## src/rtl/vin_pattern_gen_pkg.sv

```systemverilog
// Shared types and helpers for the synthetic vin_* video source and its timing counter.
package caster_vin_pkg;

  typedef enum logic [1:0] {
    PAT_SOLID = 2'd0,
    PAT_GRAD  = 2'd1,
    PAT_CHECK = 2'd2,
    PAT_COUNT = 2'd3
  } pat_t;

  typedef enum logic {
    ST_IDLE = 1'b0,
    ST_RUN  = 1'b1
  } state_t;

  localparam int unsigned PIX_W = 32;
  localparam int unsigned FCNT_W = 16;

  // Bits needed to count 0..n-1, never less than one.
  function automatic int unsigned cnt_w(input int unsigned n);
    return (n < 2) ? 1 : $clog2(n);
  endfunction

endpackage

```

## src/rtl/vin_pattern_gen_if.sv

```systemverilog
// Video stream towards caster: syncs, data enable and one 32-bit pixel word per clock.
interface vin_pattern_gen_if;
  logic        vin_vsync;
  logic        vin_hsync;
  logic        vin_de;
  logic [31:0] vin_pixel;

  modport master (output vin_vsync, vin_hsync, vin_de, vin_pixel);
  modport slave  (input  vin_vsync, vin_hsync, vin_de, vin_pixel);
endinterface

```

## src/rtl/vin_timing_counter.sv

```systemverilog
// Raster h/v counters with active/porch/sync decode; counters are held at zero while run is low.
module vin_timing_counter
  import caster_vin_pkg::*;
#(
  parameter int unsigned H_ACT  = 256,
  parameter int unsigned H_FP   = 8,
  parameter int unsigned H_SYNC = 4,
  parameter int unsigned H_BP   = 8,
  parameter int unsigned V_ACT  = 16,
  parameter int unsigned V_FP   = 2,
  parameter int unsigned V_SYNC = 1,
  parameter int unsigned V_BP   = 2,
  parameter bit          HS_POL = 1'b1,
  parameter bit          VS_POL = 1'b1
) (
  input  logic       clk,
  input  logic       rst_n,
  input  logic       run,
  output logic [7:0] h_lo,
  output logic [7:0] v_lo,
  output logic       first,
  output logic       last,
  output logic       de,
  output logic       hsync,
  output logic       vsync
);

  localparam int unsigned H_TOT = H_ACT + H_FP + H_SYNC + H_BP;
  localparam int unsigned V_TOT = V_ACT + V_FP + V_SYNC + V_BP;
  localparam int unsigned HW = cnt_w(H_TOT);
  localparam int unsigned VW = cnt_w(V_TOT);

  logic [HW-1:0] h_q;
  logic [VW-1:0] v_q;
  logic          h_wrap;
  logic          v_wrap;
  logic          hs_act;
  logic          vs_act;

  assign h_wrap = (h_q == HW'(H_TOT - 1));
  assign v_wrap = (v_q == VW'(V_TOT - 1));

  always_ff @(posedge clk or negedge rst_n) begin
    if (!rst_n) begin
      h_q <= '0;
      v_q <= '0;
    end else if (!run) begin
      h_q <= '0;
      v_q <= '0;
    end else if (h_wrap) begin
      h_q <= '0;
      v_q <= v_wrap ? '0 : v_q + VW'(1);
    end else begin
      h_q <= h_q + HW'(1);
    end
  end

  always_comb begin
    hs_act = (h_q >= HW'(H_ACT + H_FP)) && (h_q < HW'(H_ACT + H_FP + H_SYNC));
    vs_act = (v_q >= VW'(V_ACT + V_FP)) && (v_q < VW'(V_ACT + V_FP + V_SYNC));
    de     = (h_q < HW'(H_ACT)) && (v_q < VW'(V_ACT));
    hsync  = hs_act ? HS_POL : ~HS_POL;
    vsync  = vs_act ? VS_POL : ~VS_POL;
    first  = (h_q == '0) && (v_q == '0);
    last   = h_wrap && v_wrap;
    h_lo   = 8'(h_q);
    v_lo   = 8'(v_q);
  end

endmodule

```

## src/rtl/vin_pattern_gen.sv

```systemverilog
// Synthetic video source for caster: run/idle FSM, per-frame mode/fg latch, pattern mux, registered outputs.
module vin_pattern_gen
  import caster_vin_pkg::*;
#(
  parameter int unsigned H_ACT  = 256,
  parameter int unsigned H_FP   = 8,
  parameter int unsigned H_SYNC = 4,
  parameter int unsigned H_BP   = 8,
  parameter int unsigned V_ACT  = 16,
  parameter int unsigned V_FP   = 2,
  parameter int unsigned V_SYNC = 1,
  parameter int unsigned V_BP   = 2,
  parameter bit          HS_POL = 1'b1,
  parameter bit          VS_POL = 1'b1
) (
  input  logic              clk,
  input  logic              rst_n,
  input  logic              en,
  input  logic [1:0]        mode,
  input  logic [PIX_W-1:0]  fg,
  vin_pattern_gen_if.master vin,
  output logic              frame_done,
  output logic [FCNT_W-1:0] frame_cnt
);

  state_t             state_q;
  state_t             state_nxt;
  logic               run;
  logic [7:0]         h_lo;
  logic [7:0]         v_lo;
  logic               first;
  logic               last;
  logic               de_dec;
  logic               hs_dec;
  logic               vs_dec;
  logic [1:0]         mode_q;
  logic [PIX_W-1:0]   fg_q;
  logic [1:0]         mode_eff;
  logic [PIX_W-1:0]   fg_eff;
  logic [PIX_W-1:0]   pix_nxt;
  logic [FCNT_W-1:0]  frame_cnt_q;

  vin_timing_counter #(
    .H_ACT (H_ACT),  .H_FP  (H_FP),  .H_SYNC(H_SYNC), .H_BP(H_BP),
    .V_ACT (V_ACT),  .V_FP  (V_FP),  .V_SYNC(V_SYNC), .V_BP(V_BP),
    .HS_POL(HS_POL), .VS_POL(VS_POL)
  ) u_timing (
    .clk  (clk),
    .rst_n(rst_n),
    .run  (run),
    .h_lo (h_lo),
    .v_lo (v_lo),
    .first(first),
    .last (last),
    .de   (de_dec),
    .hsync(hs_dec),
    .vsync(vs_dec)
  );

  always_ff @(posedge clk or negedge rst_n) begin
    if (!rst_n) state_q <= ST_IDLE;
    else        state_q <= state_nxt;
  end

  // Leaving RUN is only possible on the last clock, so frames are never truncated.
  always_comb begin
    state_nxt = state_q;
    case (state_q)
      ST_IDLE: if (en)          state_nxt = ST_RUN;
      ST_RUN:  if (last && !en) state_nxt = ST_IDLE;
      default:                  state_nxt = ST_IDLE;
    endcase
  end

  always_comb begin
    run = (state_q == ST_RUN);
  end

  always_ff @(posedge clk or negedge rst_n) begin
    if (!rst_n) begin
      mode_q <= '0;
      fg_q   <= '0;
    end else if (run && first) begin
      mode_q <= mode;
      fg_q   <= fg;
    end
  end

  // At (0,0) the latch is being loaded this very clock, so use the live inputs.
  always_comb begin
    mode_eff = first ? mode : mode_q;
    fg_eff   = first ? fg   : fg_q;
    pix_nxt  = '0;
    if (de_dec) begin
      case (pat_t'(mode_eff))
        PAT_SOLID: pix_nxt = fg_eff;
        PAT_GRAD:  pix_nxt = {4{h_lo}};
        PAT_CHECK: pix_nxt = (h_lo[3] ^ v_lo[3]) ? fg_eff : ~fg_eff;
        PAT_COUNT: pix_nxt = {frame_cnt_q[7:0], 8'h00, v_lo, h_lo};
        default:   pix_nxt = '0;
      endcase
    end
  end

  always_ff @(posedge clk or negedge rst_n) begin
    if (!rst_n) begin
      vin.vin_vsync <= ~VS_POL;
      vin.vin_hsync <= ~HS_POL;
      vin.vin_de    <= 1'b0;
      vin.vin_pixel <= '0;
      frame_done    <= 1'b0;
      frame_cnt_q   <= '0;
    end else if (run) begin
      vin.vin_vsync <= vs_dec;
      vin.vin_hsync <= hs_dec;
      vin.vin_de    <= de_dec;
      vin.vin_pixel <= pix_nxt;
      frame_done    <= last;
      if (last) frame_cnt_q <= frame_cnt_q + FCNT_W'(1);
    end else begin
      vin.vin_vsync <= ~VS_POL;
      vin.vin_hsync <= ~HS_POL;
      vin.vin_de    <= 1'b0;
      vin.vin_pixel <= '0;
      frame_done    <= 1'b0;
    end
  end

  assign frame_cnt = frame_cnt_q;

endmodule
```

## src/flat_wrapper.sv

```systemverilog
// flat-port wrapper written by rule: the top's interface ports become plain ports
module vin_pattern_gen_flat import caster_vin_pkg::*;
#(
  parameter int unsigned H_ACT  = 256,
  parameter int unsigned H_FP   = 8,
  parameter int unsigned H_SYNC = 4,
  parameter int unsigned H_BP   = 8,
  parameter int unsigned V_ACT  = 16,
  parameter int unsigned V_FP   = 2,
  parameter int unsigned V_SYNC = 1,
  parameter int unsigned V_BP   = 2,
  parameter bit          HS_POL = 1'b1,
  parameter bit          VS_POL = 1'b1
)
  (clk, rst_n, en, mode, fg, frame_done, frame_cnt, vin_vin_vsync, vin_vin_hsync, vin_vin_de, vin_vin_pixel);
  vin_pattern_gen_if vin_i ();
  input  logic clk;
  input  logic rst_n;
  input  logic en;
  input  logic [1:0] mode;
  input  logic [PIX_W-1:0] fg;
  output logic frame_done;
  output logic [FCNT_W-1:0] frame_cnt;
  output wire logic [$bits(vin_i.vin_vsync)-1:0] vin_vin_vsync;
  output wire logic [$bits(vin_i.vin_hsync)-1:0] vin_vin_hsync;
  output wire logic [$bits(vin_i.vin_de)-1:0] vin_vin_de;
  output wire logic [$bits(vin_i.vin_pixel)-1:0] vin_vin_pixel;
  assign vin_vin_vsync = vin_i.vin_vsync;
  assign vin_vin_hsync = vin_i.vin_hsync;
  assign vin_vin_de = vin_i.vin_de;
  assign vin_vin_pixel = vin_i.vin_pixel;
  vin_pattern_gen #(.H_ACT(H_ACT), .H_FP(H_FP), .H_SYNC(H_SYNC), .H_BP(H_BP), .V_ACT(V_ACT), .V_FP(V_FP), .V_SYNC(V_SYNC), .V_BP(V_BP), .HS_POL(HS_POL), .VS_POL(VS_POL)) u_core (.clk(clk), .rst_n(rst_n), .en(en), .mode(mode), .fg(fg), .vin(vin_i), .frame_done(frame_done), .frame_cnt(frame_cnt));
endmodule
```

## config.mk

```make
export PLATFORM = sky130hd
export DESIGN_NAME = vin_pattern_gen_flat
export DESIGN_NICKNAME = d
export VERILOG_FILES = /design/src/rtl/vin_pattern_gen_pkg.sv /design/src/rtl/vin_pattern_gen_if.sv /design/src/rtl/vin_timing_counter.sv /design/src/rtl/vin_pattern_gen.sv /design/src/flat_wrapper.sv
export SDC_FILE = /design/constraint.sdc
export NUM_CORES = 1
export LEC_CHECK = 0
export BUFFER_PORTS_ARGS = -buffer_cell sky130_fd_sc_hd__clkbuf_2
export CORE_MARGIN = 2
export CORE_UTILIZATION = 51
export DETAILED_ROUTE_END_ITERATION = 8
export GPL_TIMING_DRIVEN = 0
export PLACE_DENSITY = 0.86
export SLEW_MARGIN = 0
export SYNTH_ARGS = -nofsm -noshare
export SYNTH_HDL_FRONTEND = slang
export SYNTH_HIERARCHICAL = 1
export SYNTH_SLANG_ARGS = --single-unit
```

## constraint.sdc

```tcl
create_clock -name clk -period 2.7 [get_ports clk]
set_input_delay 0.54 -clock clk [delete_from_list [all_inputs] [get_ports clk]]
set_output_delay 0.54 -clock clk [all_outputs]
set_load 0.1 [all_outputs]
```

# Word level (Yosys, flattened, before mapping)
# Index checks and enable logic that the tools add are counted.
# totals
out_inout_bits	52
ff_bits	101
inputBits	37
# op_classes
reduce_logical	12
bitwise_logic	3
n_eq_ne	6
n_addsub	3
mux	20
n_lt_le_gt_ge	6
# ops
operator	count
$mux 32	4
$pmux 32 s4	1
$not 32->32	1
$lt 9x9->1 const B	2
$mux 9	2
$add 16x1->16 const B	1
$mux 5	3
$lt 5x5->1 const B	2
$add 9x1->9 const B	1
$eq 9x9->1 const B	1
$ge 9x9->1 const B	1
$logic_not 9->1	1
$mux 1	8
$logic_and 1x1->1	7
$add 5x1->5 const B	1
$eq 5x5->1 const B	1
$ge 5x5->1 const B	1
$logic_not 5->1	1
$eq 2x2->1 const B	2
$eq 2x1->1 const B	1
$logic_not 2->1	1
$mux 2	1
$ne 2x2->1 const B	1
$pmux 1 s2	1
other kinds (4)	4

# Depth between registers and ports, before layout
# Gate-level depths: netlist (run 1).
# depth
word_depth	8
ltp_mapped	12

# By module
# The synthesis (run 1) kept the hierarchy.
# by_module_without_submodules
module	cells_per_inst	n_inst	area_per_inst_um2
vin_pattern_gen	395	1	4456.8
vin_timing_counter	103	1	919.6

# Least setup slack after synthesis (run 1)
# Ideal clock, no wire load.
# synth_timing
path_type	reg2reg
startpoint	reg u_core.u_timing.h_q[5]
endpoint	reg u_core.vin.vin_pixel[19]
stages_incl_launch_ff	10
arrival_ns	2.399
setup_slack_ns	0.165
required_time_ns	2.564
setup_ns	0.136
cell_sequence	dfrtp_1 > or4_4 > buf_6 > nor3_1 > buf_6 > mux2_4 > buf_2 > and3_1 > o31ai_1 > a21oi_1
# synth_via
elab_chain_len	8
# synth_lines
element	line	rtl
start: declaration	vin_timing_counter.sv:33	logic [HW-1:0] h_q;
start signal: assignment	vin_timing_counter.sv:54	h_q <= h_q + HW'(1);
$logic_not 9->1 *	vin_timing_counter.sv:64	first = (h_q == '0) && (v_q == '0);
$logic_and 1x1->1 *	vin_timing_counter.sv:64	
via u_core.first	vin_pattern_gen.sv:31	logic first;
$mux 32	vin_pattern_gen.sv:92	fg_eff = first ? fg : fg_q;
$not 32->32	vin_pattern_gen.sv:98	PAT_CHECK: pix_nxt = (h_lo[3] ^ v_lo[3]) ? fg_eff : ~fg_eff;
$mux 32	vin_pattern_gen.sv:98	
$pmux 32 s4 *	vin_pattern_gen.sv:95	case (pat_t'(mode_eff))
$mux 32 *	vin_pattern_gen.sv:94	if (de_dec) begin
$mux 32 *	vin_pattern_gen.sv:113	end else if (run) begin
end signal: assignment	vin_pattern_gen.sv:117	vin.vin_pixel <= pix_nxt;
end: declaration	vin_pattern_gen_if.sv:8	modport master (output vin_vsync, vin_hsync, vin_de, vin_pixel);
# The timed path passes the listed nets; every way through them passes the cells marked *.
# A chain may end at the register's enable or synchronous reset.

# Worst setup path in the final report (run 1)
# layout_timing
startpoint	reg u_core.u_timing.h_q[5]
endpoint	reg u_core.vin.vin_pixel[10]
# Same word-level chain as after synthesis.

==> results of run 1 <==
-- layer usage --
metal | up-vias | global-route usage, % | wire length (um)
met2 | 154 | 37.9 | 6430
met3 | 37 | 4.50 | 819
met4 | 0 | 11.6 | 456
met5 | - | 0 | 0
met1 | 2135 | 31.8 | 5560
li1 | 2008 | - | -
-- power groups by stage --
stage          Clock [mW]  Combinational, mW  Sequential [mW]
6_report            0.993               4.98             2.35
2_1_floorplan           0               2.11             4.04
5_1_grt              1.08               5.27             2.41
4_1_cts              1.01               4.85             2.33
3_5_place_dp            0               4.74             2.37
3_3_place_gp            0               4.63             2.33
-- worst register-to-register path: stages (launching register included) --
cell	delay (ns)
dfrtp_1	0.40
or4_4	0.54
buf_6	0.16
nor3_4	0.16
buf_6	0.17
buf_6	0.18
buf_6	0.21
mux2i_2	0.28
xnor2_1	0.14
a211oi_2	0.26
-- final timing paths --
kind / slack (ns) / endpoint / cells past startpoint / from
worst max-delay path: 0.11 / u_core/vin.vin_pixel[10]$_DFF_PN0_ / 9 / u_core/u_timing/h_q[5]$_DFF_PN0_
worst min-delay path: 0.23 / u_core/vin.vin_pixel[4]$_DFF_PN0_ / 1 / rst_n
worst max register to register: 0.11 / u_core/vin.vin_pixel[10]$_DFF_PN0_ / 9 / u_core/u_timing/h_q[5]$_DFF_PN0_
worst min register to register: 0.49 / u_core/frame_cnt[15]$_DFFE_PN0P_ / 1 / u_core/frame_cnt[15]$_DFFE_PN0P_
max in group asynchronous: 1.77 / u_core/u_timing/h_q[0]$_DFF_PN0_ / 2 / rst_n
min in group clk: 0.35 / u_core/run$_DFF_PN0_ / 2 / en
-- final cells by class --
cell class              count  area share [%]
repair buffers            100            8.57
clock inverters             6            1.09
flip-flops and latches    101            39.4
clock buffers              10            2.14
inverters                  21            1.23
plain buffers              43            4.62
multi-input cells         334            40.3
well taps                 136            2.65
-- registers in the layout (all words and copies together), names as in the netlist --
register              count
u_core/fg_q              32
u_core/frame_cnt         16
u_core/frame_done         1
u_core/mode_q             2
u_core/run                1
u_core/u_timing/h_q       9
u_core/u_timing/v_q       5
u_core/vin.vin_de         1
u_core/vin.vin_hsync      1
u_core/vin.vin_pixel     32
u_core/vin.vin_vsync      1
-- cells in the mapped netlist, types with 6 or more instances --
cell type | number | area, um2
ha_1 | 6 | 75.1
mux2i_1 | 35 | 350
clkbuf_1 | 12 | 45.0
nand3_1 | 11 | 55.1
a32oi_1 | 7 | 61.3
xor2_1 | 9 | 78.8
a21oi_1 | 17 | 85.1
or3_1 | 10 | 62.6
nand3b_1 | 10 | 75.1
o211ai_1 | 15 | 113
buf_2 | 10 | 50.1
dfrtp_1 | 101 | 2530
mux2_2 | 6 | 67.6
xnor2_1 | 26 | 228
o21ai_1 | 9 | 45.0
a211oi_1 | 16 | 120
nor3_1 | 16 | 80.1
mux2_1 | 30 | 338
buf_4 | 16 | 120
nor2_1 | 18 | 67.6
nand2_1 | 22 | 82.6
inv_1 | 21 | 78.8
o21ai_0 | 14 | 70.1
a22oi_1 | 14 | 105
-- logic make-up after synthesis --
| group | count (synthesis) | share of synthesized area (%) |
|---|---|---|
| adder cells (fa/ha/maj) | 6 | 1.40 |
| AO/OA/AOI/OAI | 100 | 12.3 |
| other | 1 | 0.0697 |
| buffers and inverters | 65 | 6.75 |
| multiplexers | 73 | 14.6 |
| XOR/XNOR | 35 | 5.70 |
| AND/OR/NAND/NOR | 117 | 12.2 |
| flip-flops | 101 | 47.0 |
-- metrics by stage --
step | total power, mW | cells | TNS [ns]
after floorplan | 6.15 | 500 | 0
after global placement | 6.97 | 724 | -11.70
after detailed placement | 7.11 | 725 | -4.05
after CTS | 8.20 | 746 | 0
after global routing | 8.75 | 751 | -0.000537
final | 8.33 | 751 | 0
-- timing repair --
action / CTS / global route
endpoints found under the setup margin: 61 / 68
pin swaps: 0 / 5
buffers inserted: 4 / 6
cloned: 1 / 0
gates resized for setup: 9 / 22
==> summary.md, run 1 <==
| Metric | Value |
|---|---|
| Mapped Avg Cell Area | 10.8 um2 |
| Final Wtd Congestion | 0.911 |
| Synth warn | 6 |
| Fill cells | 858 |
| Largest stage delay on the critical path | 0.54 ns |
| Maximum VDD drop | 1150 uV |
| Worst Setup Path Type | reg2reg |
| Switching power | 4.29 mW |
| Nature of the critical path endpoint | register |
| Core Region | 0.0103 mm2 |
| DR pass1 iterations | 5 |
| Critical Path RT | 2.98 ns |
| DRT antenna net count | 0 |
| Vias | 4334 |
| Vias in the first global route | 4347 |
| CTS root buffer | clkbuf_8 |
| Final nets | 653 |
| FFs w/ async S/R, synth | 100% |
| Worst-path clk slew | 0.10 ns |
| Worst path bufs/invs | 4 |
| Area after DPL | 0.00602 mm2 |
| Sequential share of power | 28.2% |
| Dominant synthesized flop cell | dfrtp_1 |
| First-pass GRT wire length | 21.3 mm |
| Switching part of the total | 51.5% |
| Cts bufs inserted | 9 |
| Area of the multi-input gates | 0.00259 mm2 |
| TritonCTS clock tree | done |
| Clk pwr share | 11.9% |
| CP top delay family | buffers and inverters |
| CTS Hold Bufs | 0 |
| IO Port Bufs | 88 |
| Crit-path most repeated cell | buf_6 |
| Final setup violation count | 0 |
| Crit path DAT | 2.87 ns |
| Number of diodes | 0 |
| Clock Path Buffers | 2 |
| Area delta synth->final | 19.5% |
| Worst-margin pin slew | 0.713 ns |
| Post-synth EDFFs | 0 |
| Layout cells sized above 1 | 29.8% |
| Gate Count Post-Synth | 498 |
| Register area | 0.00253 mm2 |
| DR iter-0 viols | 274 |
| Initial Util | 52.3% |
| GRT Total Usage | 24.0% |
| Die area | 0.0114 mm2 |
| Fin util | 62.5% |
| Critical path fanouts, max | 10 |
| Later-pin clock latency in the skew report | 0.37 ns |
| Post-DP HPWL | 9.63 mm |
| Unique cell type count in the Yosys netlist | 52 |
| Vias/cell | 5.77 |
| Commonest cells after routing, fill and taps aside | 99 x dfrtp_1, 90 x clkbuf_2, 30 x mux2i_1, 30 x mux2_1, 26 x xnor2_1 |
| Rel. slew slack | 52.5% |
| LEAKAGE | 2.83 nW |
| Final period util | 96.1% |
| Cell area after synthesis | 0.00538 mm2 |
| Seq/Total Area, Yosys | 47.0% |
| Internal Power | 4.04 mW |
| Synthesized flop and latch total | 101 |
| Maximum clock rate | 385 MHz |
| Largest net degree at the start of global routing | 53 |
| # rows | 37 |
| Crit path max-delay cell type | or4_4 |
| Combinational Power Share | 59.8% |
| PwrDens | 1300 mW/mm2 |
| Overflow after GRT | 0 |
| Post-route DRC | 0 |
| Type of origin of the critical path | register |
| Max Cap Viol | 0 |
| Fin worst setup slack | 0.106 ns |
| Pre-CTS setup slack | -0.200 ns |
| Clock Sinks | 101 |
| Hold Path Class | in2async |
| Commonest non-fill, non-tap cell in the layout | dfrtp_1 |
| Die width | 107 um |
| Clock skew | 0.00614 ns |
| Fin. Hold Viols | 0 |
| Cells along the critical path | or4_4, buf_6, nor3_4, buf_6, buf_6, buf_6, mux2i_2, xnor2_1, a211oi_2 |
| H-tree lvl count | 3 |
| Minimum clock period | 2.59 ns |
| Cell area after layout | 0.00642 mm2 |
| Outcome | finished clean |
| Initial antenna violation count | 0 |
| Die H | 107 um |
| Final Max Tran Viols | 0 |
| Hold Slack | 0.226 ns |
| Detailed Route WL | 13.3 mm |
| I/O pin cnt | 89 |
| Wire length per cell | 17.7 um |
Note: power is estimated with default switching activity, not from simulation.
==> inputs of run 2 (changes only) <==
- GPL_TIMING_DRIVEN: 0 -> default
- REMOVE_ABC_BUFFERS: default -> 1
==> summary.md, run 2 (synthesized netlist as in run 1, its figures left out) <==
| Metric | Value |
|---|---|
| IO Port Bufs | 88 (unchanged) |
| Crit path max-delay cell type | or4_4 |
| Commonest cells after routing, fill and taps aside | 100 x dfrtp_1, 87 x clkbuf_2, 33 x mux2i_1 |
| Cells along the critical path | or4_4, nor3_2, buf_4, mux2_4, nand2_4, buf_4, xnor2_1, a211oi_1 |
| Inst Count DP | 703 (-3.0%) |
| Die H | 107 um (unchanged) |
| Overflow after GRT | 0 (unchanged) |
| Resize count post-CTS | 0 (-9) |
| CTS root buffer | clkbuf_8 |
| Worst R2R Setup Slack | 0.15 ns (+0.04 ns) |
| Rel. slew slack | 43.4% (-9.1 points) |
| Initial antenna violation count | 0 (unchanged) |
| Minimum clock period | 2.55 ns (-0.0440 ns) |
| Vias | 4172 (-3.7%) |
| Layout cells sized above 1 | 25.4% (-4.4 points) |
| Post-DP HPWL | 8.73 mm (-9.3%) |
| Design Power | 7.95 mW (-4.6%) |
| Detailed Route WL | 12.3 mm (-6.9%) |
| Later-pin clock latency in the skew report | 0.38 ns (about the same) |
| R2R depth | 8 (-1) |
| Outcome | finished clean |
| Vias/cell | 5.80 (+0.55%) |
| Number of diodes | 0 (unchanged) |
| Critical path fanouts, max | 11 (+1) |
| I/O pin cnt | 89 (unchanged) |
| Worst-margin pin slew | 0.849 ns (+0.136 ns) |
| GRT Total Usage | 22.4% (-1.6 points) |
| Final period util | 94.4% (-1.6 points) |
| Largest net degree at the start of global routing | 68 (+28%) |
| DR iter-0 viols | 355 (+30%) |
| PwrDens | 1290 mW/mm2 (-0.38%) |
| LEAKAGE | 2.68 nW (-5.1%) |
| Unrepaired setup endpoints after global routing | false |
| Setup TNS | 0 ns (unchanged) |
| Register area | 0.00253 mm2 (about the same) |
| Type of origin of the critical path | register |
| TritonCTS clock tree | done |
| Crit-path most repeated cell | buf_4 |
| Fin. Hold Viols | 0 (unchanged) |
| Crit path DAT | 2.83 ns (-0.04 ns) |
| First-pass GRT wire length | 20.1 mm (-5.6%) |
| Final nets | 621 (-4.9%) |
| Reg-to-Reg End | u_core/vin.vin_pixel[10]$_DFF_PN0_ |
| Final Max Tran Viols | 0 (unchanged) |
| Maximum VDD drop | 898 uV (-22%) |
| DRT antenna net count | 0 (unchanged) |
| Cell Count, Final, Fillers Out | 719 (-4.3%) |
| Cts bufs inserted | 9 (unchanged) |
| Clock skew | 0.00993 ns (+0.00379 ns) |
| CTS Hold Bufs | 0 (unchanged) |
| Die width | 107 um (unchanged) |
| Hold Slack | 0.268 ns (+0.0415 ns) |
| Cell area after layout | 0.00615 mm2 (-4.2%) |
| Largest stage delay on the critical path | 0.61 ns (+0.07 ns) |
| Initial Util | 52.3% (unchanged) |
| Postcts setup bufs | 0 (-4) |
| Fill cells | 865 (+0.82%) |
| Nature of the critical path endpoint | register |
| Commonest non-fill, non-tap cell in the layout | dfrtp_1 |
| Hold Path Class | in2async |
| Die area | 0.0114 mm2 (unchanged) |
| Worst-path clk slew | 0.09 ns (about the same) |
| Area delta synth->final | 14.4% |
| H-tree lvl count | 3 (unchanged) |
| Area after DPL | 0.00594 mm2 (-1.5%) |
| Area of the multi-input gates | 0.00254 mm2 (-2.0%) |
| Clock Path Buffers | 2 (unchanged) |
| DR pass1 iterations | 5 (unchanged) |
| Maximum clock rate | 392 MHz (+1.7%) |
| Final setup violation count | 0 (unchanged) |
| Clock Sinks | 101 (unchanged) |
| # rows | 37 (unchanged) |
| Worst Setup Path Type | reg2reg |
| Post-route DRC | 0 (unchanged) |
| Final Wtd Congestion | 0.886 (-2.7%) |
| Max Cap Viol | 0 (unchanged) |
| Vias in the first global route | 4131 (-5.0%) |
| Wire length per cell | 17.2 um (-2.7%) |
| RR Startpoint | u_core/u_timing/h_q[5]$_DFF_PN0_ |
| Critical Path RT | 2.98 ns (about the same) |
| Core Region | 0.0103 mm2 (unchanged) |
run 2: cell types whose count changed in the layout (fill, tap and decap cells not counted), sizes merged:
cell      before  now
buf           43   24
clkbuf       110   99
clkinv         3    2
clkinvlp       0    1
inv           23   21
run 2: layout make-up:
cell class | instances | share of cell area (%)
inverter | 21 | 1.28
timing repair buffer | 111 | 10.5
clock buffer | 12 | 2.36
multi-input combinational | 334 | 41.2
clock inverter | 4 | 0.773
sequential | 101 | 41.1
tap | 136 | 2.77
run 2: critical path, delay by kind of cell (launching register included):
family	cells	cell delay (ns)
simple gates	3	0.97
flops	1	0.39
buf+inv	2	0.38
mux	1	0.37
compound gates	1	0.27
xor+xnor	1	0.07
run 2: worst max-delay path by stage:
stage,from,to,cells past startpoint
after global routing,u_core/u_timing/h_q[1]$_DFF_PN0_,u_core/vin.vin_pixel[10]$_DFF_PN0_,11
after detailed placement,u_core/u_timing/h_q[1]$_DFF_PN0_,u_core/vin.vin_pixel[11]$_DFF_PN0_,11
after floorplan,u_core/u_timing/h_q[5]$_DFF_PN0_,u_core/fg_q[10]$_DFFE_PN0P_,4
after CTS,u_core/u_timing/h_q[1]$_DFF_PN0_,u_core/vin.vin_pixel[11]$_DFF_PN0_,11
final,u_core/u_timing/h_q[5]$_DFF_PN0_,u_core/vin.vin_pixel[10]$_DFF_PN0_,8
after global placement,u_core/u_timing/h_q[1]$_DFF_PN0_,u_core/vin.vin_pixel[11]$_DFF_PN0_,11
run 2: routing by layer:
layer	up-vias	routed length (um)	GRT usage (%)
li1	1931	-	-
met1	2043	5060	29.5
met2	172	6190	36.2
met3	26	798	4.38
met4	0	297	9.83
met5	-	0	0
run 2: stage by stage:
| step | setup WS (ns) | util (%) |
|---|---|---|
| 2_1_floorplan | -5.54 | - |
| 3_3_place_gp | 0.179 | 57.8 |
| 3_5_place_dp | 0.127 | 57.8 |
| 4_1_cts | 0.0237 | 59.6 |
| 5_1_grt | 0.00636 | 59.8 |
| 6_report | 0.150 | 59.8 |
run 2: power by group:
group | total [mW] | switching, mW | internal (mW)
Combinational | 4.58 | 3.26 | 1.32
Sequential | 2.40 | 0.323 | 2.08
Clock | 0.965 | 0.514 | 0.452
==> inputs of run 3 (changes only) <==
- SYNTH_HIERARCHICAL: 1 -> default
==> summary.md, run 3 <==
| Metric | Value |
|---|---|
| Hold Path Class | in2async |
| Fin util | 59.9% (about the same) |
| DR pass1 iterations | 4 (-1) |
| Cell area after synthesis | 0.00527 mm2 (-1.9%) |
| Met3 WL | 598 um (-25%) |
| DRT antenna net count | 0 (unchanged) |
| Vias/cell | 5.83 (+0.51%) |
| CP top delay family | simple AND/OR/NAND/NOR gates |
| Reg-to-Reg End | u_core.vin.vin_pixel[15]$_DFF_PN0_ |
| Unrepaired setup endpoints after global routing | false |
| First-pass GRT wire length | 20.3 mm (+0.62%) |
| H-tree lvl count | 3 (unchanged) |
| Max Cap Viol | 0 (unchanged) |
| Unique cell type count in the Yosys netlist | 47 (-9.6%) |
| Wire length per cell | 17.3 um (+0.63%) |
| Cts bufs inserted | 9 (unchanged) |
| Crit path max-delay cell type | mux2_1 |
| Critical Path RT | 2.97 ns (about the same) |
| Commonest cells after routing, fill and taps aside | 101 x dfrtp_1, 87 x clkbuf_2, 75 x xnor2_1 |
| Die area | 0.0112 mm2 (-1.9%) |
| Final period util | 90.4% (-4.0 points) |
| Commonest non-fill, non-tap cell in the layout | dfrtp_1 |
| Worst-path clk slew | 0.11 ns (+0.02 ns) |
| Die width | 106 um (-0.94%) |
| Worst R2R Setup Slack | 0.26 ns (+0.11 ns) |
| Highest Signal Layer | met4 |
| Seq/Total Area, Yosys | 47.9% (+0.93 points) |
| Synthesized flop and latch total | 101 (unchanged) |
| Fin. Hold Viols | 0 (unchanged) |
| Clock Path Buffers | 2 (unchanged) |
| Vias in the first global route | 4161 (+0.73%) |
| Post-route DRC | 0 (unchanged) |
| Post-synth EDFFs | 0 (unchanged) |
| CTS root buffer | clkbuf_8 |
| Type of origin of the critical path | register |
| TritonCTS clock tree | done |
| Largest net degree at the start of global routing | 55 (-19%) |
| PwrDens | 1290 mW/mm2 (-0.50%) |
| Worst-margin pin slew | 0.689 ns (-0.160 ns) |
| Vias | 4240 (+1.6%) |
| Crit path DAT | 2.71 ns (-0.12 ns) |
| GRT Total Usage | 22.8% (+0.39 points) |
| Area contributors post-synth | dfrtp_1 48%, xnor2_1 12%, mux2_2 7.9% |
| Dominant synthesized flop cell | dfrtp_1 |
| R2R depth | 7 (-1) |
| Final setup violation count | 0 (unchanged) |
| Met1 WL | 5.34 mm (+5.4%) |
| Hold Slack | 0.184 ns (-0.0837 ns) |
| Critical path fanouts, max | 12 (+1) |
| Initial Util | 51.8% (-0.54 points) |
| Metal2 WL | 6.28 mm (+1.4%) |
| Yosys top cell area share | 47.9% (+0.93 points) |
| Later-pin clock latency in the skew report | 0.39 ns (about the same) |
| Minimum clock period | 2.44 ns (-0.109 ns) |
| Nature of the critical path endpoint | register |
| FFs w/ async S/R, synth | 100% (unchanged) |
| CTS Hold Bufs | 0 (unchanged) |
| LEAKAGE | 2.71 nW (+1.0%) |
| Detailed Route WL | 12.6 mm (+1.7%) |
| Cells along the critical path | inv_1, ha_1, and4bb_2, and3_2, mux2_1, nand4_1, o21ai_0 |
| Outcome | finished clean |
| Top-count cell post-synth | dfrtp_1 |
| Gate Count Post-Synth | 500 (+0.40%) |
| Maximum VDD drop | 748 uV (-17%) |
| Final Wtd Congestion | 0.875 (-1.2%) |
| DR iter-0 viols | 206 (-42%) |
| Worst Setup Path Type | reg2reg |
| Clock Sinks | 101 (unchanged) |
| IO Port Bufs | 88 (unchanged) |
| Area delta synth->final | 15.6% |
| Maximum clock rate | 410 MHz (+4.5%) |
| I/O pin cnt | 89 (unchanged) |
| Yosys top cell by area | dfrtp_1 |
| Overflow after GRT | 0 (unchanged) |
| Die H | 106 um (-0.94%) |
| Synth warn | 0 (-6) |
| RR Startpoint | u_core.u_timing.v_q[0]$_DFFE_PN0P_ |
| Final Max Tran Viols | 0 (unchanged) |
| Post-DP HPWL | 8.93 mm (+2.2%) |
| Core Region | 0.0102 mm2 (-0.90%) |
| Synth cell count leaders | 101 x dfrtp_1, 75 x xnor2_1, 52 x nand2_1, 37 x mux2_2, 33 x o21ai_0 |
| Mapped Avg Cell Area | 10.5 um2 (-2.3%) |
| Largest stage delay on the critical path | 0.55 ns (-0.06 ns) |
| Number of diodes | 0 (unchanged) |
| Final nets | 629 (+1.3%) |
| Initial antenna violation count | 0 (unchanged) |
| Worst path bufs/invs | 1 (-1) |
| Clock skew | 0.0178 ns (+0.00785 ns) |
| # rows | 37 (unchanged) |
| Fill cells | 845 (-2.3%) |
| Layout cells sized above 1 | 28.4% (+3.0 points) |
| Rel. slew slack | 54.1% (+11 points) |
-- run 3: area by class of cell --
type | count | area [um2] | share of cell area [%]
multi-input cells | 357 | 2580 | 42.4
flip-flops and latches | 101 | 2530 | 41.5
repair buffers | 107 | 598 | 9.81
well taps | 136 | 170 | 2.79
clock buffers | 9 | 124 | 2.03
clock inverters | 7 | 55.1 | 0.903
inverters | 10 | 37.5 | 0.616
-- run 3: worst max-delay path by stage --
stage | startpoint | endpoint | cells past startpoint
floorplan | u_core.u_timing.v_q[0]$_DFFE_PN0P_ | u_core.fg_q[0]$_DFFE_PN0P_ | 6
global placement | u_core.u_timing.h_q[2]$_DFF_PN0_ | u_core.frame_cnt[15]$_DFFE_PN0P_ | 5
detailed placement | u_core.u_timing.h_q[2]$_DFF_PN0_ | u_core.frame_cnt[15]$_DFFE_PN0P_ | 5
CTS | u_core.u_timing.h_q[2]$_DFF_PN0_ | u_core.frame_cnt[15]$_DFFE_PN0P_ | 5
global route | u_core.u_timing.v_q[2]$_DFFE_PN0P_ | u_core.vin.vin_pixel[15]$_DFF_PN0_ | 6
finish | u_core.u_timing.v_q[0]$_DFFE_PN0P_ | u_core.vin.vin_pixel[15]$_DFF_PN0_ | 7
-- run 3: report_power, final --
part,total [mW],switching [mW],leakage (nW),internal [mW]
Clock,0.911,0.564,0.0919,0.347
Sequential,2.52,0.441,1.25,2.08
Combinational,4.41,3.03,1.37,1.38
Total,7.84,4.04,2.71,3.80
-- run 3: stage by stage --
step	instances	TNS, ns	setup slack (ns)	cell area, um2	power, mW
after floorplan	468	-19.85	-0.516	5130	5.95
after global placement	711	0	0.164	5910	6.79
after detailed placement	711	0	0.116	5910	6.93
after CTS	727	0	0.0924	6090	7.83
after global routing	727	0	0.0350	6100	8.22
final	727	0	0.259	6100	7.84
-- run 3: worst reg2reg max path, delay by kind of cell, from the launching register on --
| family | cells | cell delay, ns |
|---|---|---|
| AO/OA/AOI/OAI | 1 | 0.12 |
| adder cells (fa/ha/maj) | 1 | 0.21 |
| buffers and inverters | 1 | 0.14 |
| flip-flops | 1 | 0.45 |
| multiplexers | 1 | 0.55 |
| AND/OR/NAND/NOR | 3 | 0.88 |
-- run 3: routing by layer --
layer	global-route usage, %	vias to the layer above
li1	-	1919
met1	28.7	2139
met2	39.0	149
met3	3.96	33
met4	9.30	0
met5	0	-
-- run 3: cells by family after synthesis --
| logic type | Yosys count | synth area share, % |
|---|---|---|
| buf+inv | 42 | 3.49 |
| mux | 48 | 10.0 |
| simple gates | 137 | 13.2 |
| flops | 101 | 47.9 |
| compound gates | 82 | 9.97 |
| fa+ha+maj | 6 | 1.42 |
| xor+xnor | 84 | 14.0 |
-- run 3: timing repair --
item,in CTS,in global routing
setup endpoints to repair,0,24
endpoints found under the hold margin,0,0
setup buffers,0,0
gates resized for setup,0,2
